==> config.mk <==
export PLATFORM = sky130hd
export DESIGN_NAME = wb_rr_arbiter
export DESIGN_NICKNAME = d
export VERILOG_FILES = /design/src/rtl/wb_rr_arbiter.sv
export SDC_FILE = /design/constraint.sdc
export NUM_CORES = 1
export LEC_CHECK = 0
export CORE_AREA = 2 2 130 132
export CTS_BUF_LIST = sky130_fd_sc_hd__clkbuf_16
export DETAILED_ROUTE_END_ITERATION = 6
export DIE_AREA = 0 0 132 134
export MAX_ROUTING_LAYER = met4
export PLACE_DENSITY = 0.55
export SLEW_MARGIN = 30
export SYNTH_ARGS = -nofsm -noshare
export SYNTH_HDL_FRONTEND = slang
export SYNTH_SLANG_ARGS = --single-unit
==> constraint.sdc <==
create_clock -name wb_clk_i -period 1.1 [get_ports wb_clk_i]
set_input_delay 0.22 -clock wb_clk_i [delete_from_list [all_inputs] [get_ports wb_clk_i]]
set_output_delay 0.22 -clock wb_clk_i [all_outputs]
set_load 0.03 [all_outputs]
==> src/rtl/wb_rr_arbiter.sv <==
// -----------------------------------------------------------------------------
// wb_rr_arbiter
//
// Round-robin Wishbone B3 arbiter sharing one slave port between NUM_MASTERS
// master ports. Ownership lasts for the whole bus cycle (CYC high), so classic
// cycles and CTI/BTE bursts pass through atomically. Master-side buses are
// flattened vectors, with master i occupying slice i.
//
// Parameters
//   NUM_MASTERS  number of master ports (2..16)
//   aw           address width
//   dw           data width (multiple of 8)
//
// Ports
//   wb_clk_i, wb_rst_ni        clock, asynchronous active-low reset
//   wbm_*_i                    flattened master requests (adr/dat/sel/we/cyc/stb/cti/bte)
//   wbm_dat_o                  slave read data replicated onto every slice
//   wbm_ack_o/err_o/rty_o      slave responses routed to the owning master only
//   wbs_*_o                    slave-side request, muxed from the owning master
//   wbs_dat_i/ack_i/err_i/rty_i slave responses
//   grant_o                    one-hot registered grant, zero when idle
//   busy_o                     high while any master owns the bus
// -----------------------------------------------------------------------------
module wb_rr_arbiter #(
    parameter int NUM_MASTERS = 2,
    parameter int aw          = 32,
    parameter int dw          = 32
) (
    input  logic                        wb_clk_i,
    input  logic                        wb_rst_ni,

    input  logic [NUM_MASTERS*aw-1:0]   wbm_adr_i,
    input  logic [NUM_MASTERS*dw-1:0]   wbm_dat_i,
    input  logic [NUM_MASTERS*dw/8-1:0] wbm_sel_i,
    input  logic [NUM_MASTERS-1:0]      wbm_we_i,
    input  logic [NUM_MASTERS-1:0]      wbm_cyc_i,
    input  logic [NUM_MASTERS-1:0]      wbm_stb_i,
    input  logic [NUM_MASTERS*3-1:0]    wbm_cti_i,
    input  logic [NUM_MASTERS*2-1:0]    wbm_bte_i,
    output logic [NUM_MASTERS*dw-1:0]   wbm_dat_o,
    output logic [NUM_MASTERS-1:0]      wbm_ack_o,
    output logic [NUM_MASTERS-1:0]      wbm_err_o,
    output logic [NUM_MASTERS-1:0]      wbm_rty_o,

    output logic [aw-1:0]               wbs_adr_o,
    output logic [dw-1:0]               wbs_dat_o,
    output logic [dw/8-1:0]             wbs_sel_o,
    output logic                        wbs_we_o,
    output logic                        wbs_cyc_o,
    output logic                        wbs_stb_o,
    output logic [2:0]                  wbs_cti_o,
    output logic [1:0]                  wbs_bte_o,
    input  logic [dw-1:0]               wbs_dat_i,
    input  logic                        wbs_ack_i,
    input  logic                        wbs_err_i,
    input  logic                        wbs_rty_i,

    output logic [NUM_MASTERS-1:0]      grant_o,
    output logic                        busy_o
);

    localparam int LW = $clog2(NUM_MASTERS);
    localparam int SW = dw / 8;

    // -------------------------------------------------------------------------
    // Arbitration state
    // -------------------------------------------------------------------------
    logic [NUM_MASTERS-1:0] grant_reg;
    logic [NUM_MASTERS-1:0] grant_next;
    logic [LW-1:0]          last_reg;
    logic [LW-1:0]          last_next;
    logic                   arb_edge;

    // The bus is up for grabs when nobody owns it or the owner has released
    // CYC. Because grant is one-hot, both cases reduce to "no granted master
    // is holding CYC".
    assign arb_edge = ~|(grant_reg & wbm_cyc_i);

    // Rotating-priority search: start just after the last winner and wrap,
    // so the previous owner is only re-granted when nobody else is asking.
    always_comb begin
        int   idx;
        logic found;
        grant_next = grant_reg;
        last_next  = last_reg;
        idx        = 0;
        found      = 1'b0;
        if (arb_edge) begin
            grant_next = '0;
            for (int k = 1; k <= NUM_MASTERS; k++) begin
                idx = (int'(last_reg) + k) % NUM_MASTERS;
                if (!found && wbm_cyc_i[idx]) begin
                    found           = 1'b1;
                    grant_next[idx] = 1'b1;
                    last_next       = LW'(idx);
                end
            end
        end
    end

    // Reset leaves last at the top index so master 0 is first in line.
    always_ff @(posedge wb_clk_i or negedge wb_rst_ni) begin
        if (!wb_rst_ni) begin
            grant_reg <= '0;
            last_reg  <= LW'(NUM_MASTERS - 1);
        end else begin
            grant_reg <= grant_next;
            last_reg  <= last_next;
        end
    end

    assign grant_o = grant_reg;
    assign busy_o  = |grant_reg;

    // -------------------------------------------------------------------------
    // Slave-side mux: each slice is masked by its grant bit and the masked
    // slices are OR-ed together. With a one-hot (or zero) grant this selects
    // the owner, and everything reads zero when idle or in reset.
    // -------------------------------------------------------------------------
    logic [aw-1:0]          adr_m [NUM_MASTERS];
    logic [dw-1:0]          dat_m [NUM_MASTERS];
    logic [SW-1:0]          sel_m [NUM_MASTERS];
    logic [2:0]             cti_m [NUM_MASTERS];
    logic [1:0]             bte_m [NUM_MASTERS];
    logic [NUM_MASTERS-1:0] we_m;
    logic [NUM_MASTERS-1:0] cyc_m;
    logic [NUM_MASTERS-1:0] stb_m;

    generate
        for (genvar gi = 0; gi < NUM_MASTERS; gi++) begin : g_slice
            assign adr_m[gi] = grant_reg[gi] ? wbm_adr_i[gi*aw +: aw] : '0;
            assign dat_m[gi] = grant_reg[gi] ? wbm_dat_i[gi*dw +: dw] : '0;
            assign sel_m[gi] = grant_reg[gi] ? wbm_sel_i[gi*SW +: SW] : '0;
            assign cti_m[gi] = grant_reg[gi] ? wbm_cti_i[gi*3 +: 3]   : 3'b000;
            assign bte_m[gi] = grant_reg[gi] ? wbm_bte_i[gi*2 +: 2]   : 2'b00;
            assign we_m[gi]  = grant_reg[gi] & wbm_we_i[gi];

            // CYC is qualified live so an owner dropping CYC mid-cycle is
            // seen by the slave in the same cycle, not one edge later.
            assign cyc_m[gi] = grant_reg[gi] & wbm_cyc_i[gi];
            assign stb_m[gi] = cyc_m[gi] & wbm_stb_i[gi];

            // Responses reach only the owner, and only while its cycle is live,
            // so stray slave responses during idle are swallowed.
            assign wbm_ack_o[gi] = cyc_m[gi] & wbs_ack_i;
            assign wbm_err_o[gi] = cyc_m[gi] & wbs_err_i;
            assign wbm_rty_o[gi] = cyc_m[gi] & wbs_rty_i;

            assign wbm_dat_o[gi*dw +: dw] = wbs_dat_i;
        end
    endgenerate

    always_comb begin
        wbs_adr_o = '0;
        wbs_dat_o = '0;
        wbs_sel_o = '0;
        wbs_cti_o = 3'b000;
        wbs_bte_o = 2'b00;
        for (int m = 0; m < NUM_MASTERS; m++) begin
            wbs_adr_o = wbs_adr_o | adr_m[m];
            wbs_dat_o = wbs_dat_o | dat_m[m];
            wbs_sel_o = wbs_sel_o | sel_m[m];
            wbs_cti_o = wbs_cti_o | cti_m[m];
            wbs_bte_o = wbs_bte_o | bte_m[m];
        end
    end

    assign wbs_we_o  = |we_m;
    assign wbs_cyc_o = |cyc_m;
    assign wbs_stb_o = |stb_m;

endmodule

==> results <==
timing repair:
action                     4_1_cts  5_1_grt
pin swaps                        6        1
gates resized for setup         75        3
setup endpoints to repair       88       88
hold buffers                     0        0
final timing paths:
| path | endpoint | cells after the start |
|---|---|---|
| min in group wb_clk_i | wbm_dat_o[13] | 0 |
| hold / removal | grant_o[1] | 1 |
| hold reg to reg | last_reg | 2 |
| max in group asynchronous | last_reg | 1 |
| setup / recovery | wbs_adr_o[19] | 3 |
| setup reg to reg | grant_o[0] | 4 |
logic make-up (layout without fill, tap and decap cells):
kind of cell,count (synthesis),after routing,share of synthesized area (%)
AND/OR/NAND/NOR,13,13,5.01
buffers and inverters,84,254,40.7
flip-flops,3,3,5.37
AO/OA/AOI/OAI,81,81,48.9
through the flow:
step                setup TNS (ps)  total power [uW]  cell area (um2)  utilization [%]  hold slack [ps]
floorplan                   -15460              2400             1660                -            -75.6
global placement            -16410              3530             3780             23.2              419
detailed placement          -16990              3550             3780             23.2              422
CTS                         -31020              4440             4140             25.4              193
global route                -33310              4600             4150             25.5              210
finish                      -31180              4430             4150             25.5              187
cells in the final DEF (no fill, tap or decap):
cell,count
o211ai_1,1
clkbuf_16,3
nand3_2,1
dfrtp_2,2
a21oi_1,1
a21boi_1,1
dfstp_2,1
and2_4,1
nand2_1,2
nand3_4,1
a22o_4,10
inv_6,1
a22o_2,64
inv_1,1
buf_12,16
nand2_4,1
a21o_1,1
o21ai_2,1
buf_6,69
dlygate4sd2_1,2
a211o_1,1
buf_4,7
a31oi_1,1
or2_4,1
inv_2,1
and3_4,6
clkdlybuf4s50_1,154
routing by layer:
layer | vias up | routed length (um) | track usage, %
met5 | - | 0 | -
met4 | 0 | 109 | 2.05
met3 | 15 | 951 | 3.02
met2 | 178 | 4630 | 17.3
met1 | 931 | 2780 | 8.33
li1 | 967 | - | -
worst register-to-register path, cell delays in order, from the launching register on:
cell     delay [ps]
dfrtp_2         390
buf_12          220
inv_6            50
a211o_1         270
and2_4          140
power by group:
group	total, uW	switching, uW	internal, uW
clock	568	99.2	469
sequential	166	27.3	139
combinational	3700	1750	1950
layout make-up:
| type | count | area [um2] |
|---|---|---|
| inverter | 2 | 12.5 |
| multi-input combinational | 94 | 998 |
| clock inverter | 1 | 3.75 |
| tap | 220 | 275 |
| fill | 1716 | 12100 |
| sequential | 3 | 78.8 |
| clock buffer | 3 | 75.1 |
| timing repair buffer | 248 | 2710 |
==> reports/metrics.yaml <==
clk_pin_slew_ps: 30
vias_per_cell: 3.66
drive_gt1_share_pct: 53.0
drtPass1Iterations: 4
cp.buffers_inverters: 2
path_cells: "buf_12 > a22o_2 > buf_4"
synth_nets: 370
grt_pass1_vias: 2218
crit_start: "grant_o[0]"
routed_wl_mm: 8.47
worst-setup-path-type: "reg2out"
fp-row-count: 47
final_nets: 541
syn_inst: 181
dr_total_vias: 2091
io_pins: 338
synth_top_area_cell: "a22o_1"
crit_required_ps: 880
violations: "negative setup slack"
cp_slowest_stage_delay_ps: 420
yosys-top-cells-area: "a22o_1, buf_4, buf_2, dfrtp_1, and3_1"
status: "finished, violations left"
worstMarginPinSlew_ps: 388
setup_slack_ps: -419
die_area_um2: 17700
max-slew-margin-rel_pct: 74.1
hold_path_class: "in2async"
yosysTopAreaCellShare_pct: 45.6
slew_violations: 0
yosysWarnings: 0
yosysMostFrequentCell: "a22o_1"
cts_tree: "built"
coreArea_um2: 16300
peakVddDrop_uv: 361
power_density_nw_per_um2: 1070
die_width_um: 132
antenna_left: 0
gp_congestion: 0.763
fmax_mhz: 658
end_kind: "output pin"
synth_edf_count: 0
drc: 0
rrSetupSlack_ps: -90
cts_root_buffer: "clkbuf_16"
fp.dieH_um: 134
cp.arrival_ps: 1300
first_iter_violations: 34
pre_cts_slack_ps: -455
syn_area_um2: 1420
period_minus_slack_ps: 1520
wl_per_cell_um: 14.8
critPathMaxFanout: 50
rsz0062_at_grt: "yes"
place_inst: 567
synth.avg_cell_area_um2: 7.86
cp-start-kind: "flop"
finalCritPeriodShare_pct: 138
synth_cell_types: 19
clk-insertion-delay-late_ps: 220
final_cells: 571
ys_ff_latch: 3
antenna_cells: 0
critical_path.top_delay_family: "flip-flops"
hold_viol: 0
clkSinkCount: 3
p_leak_uw: 0.00173
crit_slowest_cell: "dfrtp_2"
h-tree-depth: 1
synthArstFlopShare_pct: 100
largest_reg_flops: 2
initial_core_util_pct: 8.73
synthTopCellsByCount: "a22o_1, buf_4, buf_2"
cts_setup_buffers: 0
io_buffers: 241
cts_buffer_depth: 2
grt_max_degree: 51
antenna_found_initial: 0
grt_pass1_wl_mm: 12.3
clock_skew_ps: 2.58
finalSetupViolations: 88
dp_hpwl_mm: 6.81
grt_overflow_total: 0
rr_startpoint: "grant_o[1]"
numCtsBuffers: 3
ys_seq_area_share_pct: 5.36
syn_to_final_growth_pct: 192
cap_violations: 0
grt_usage_pct: 8.88
synthFlopType: "dfrtp_1"
Power figures use the tool's default switching activity.
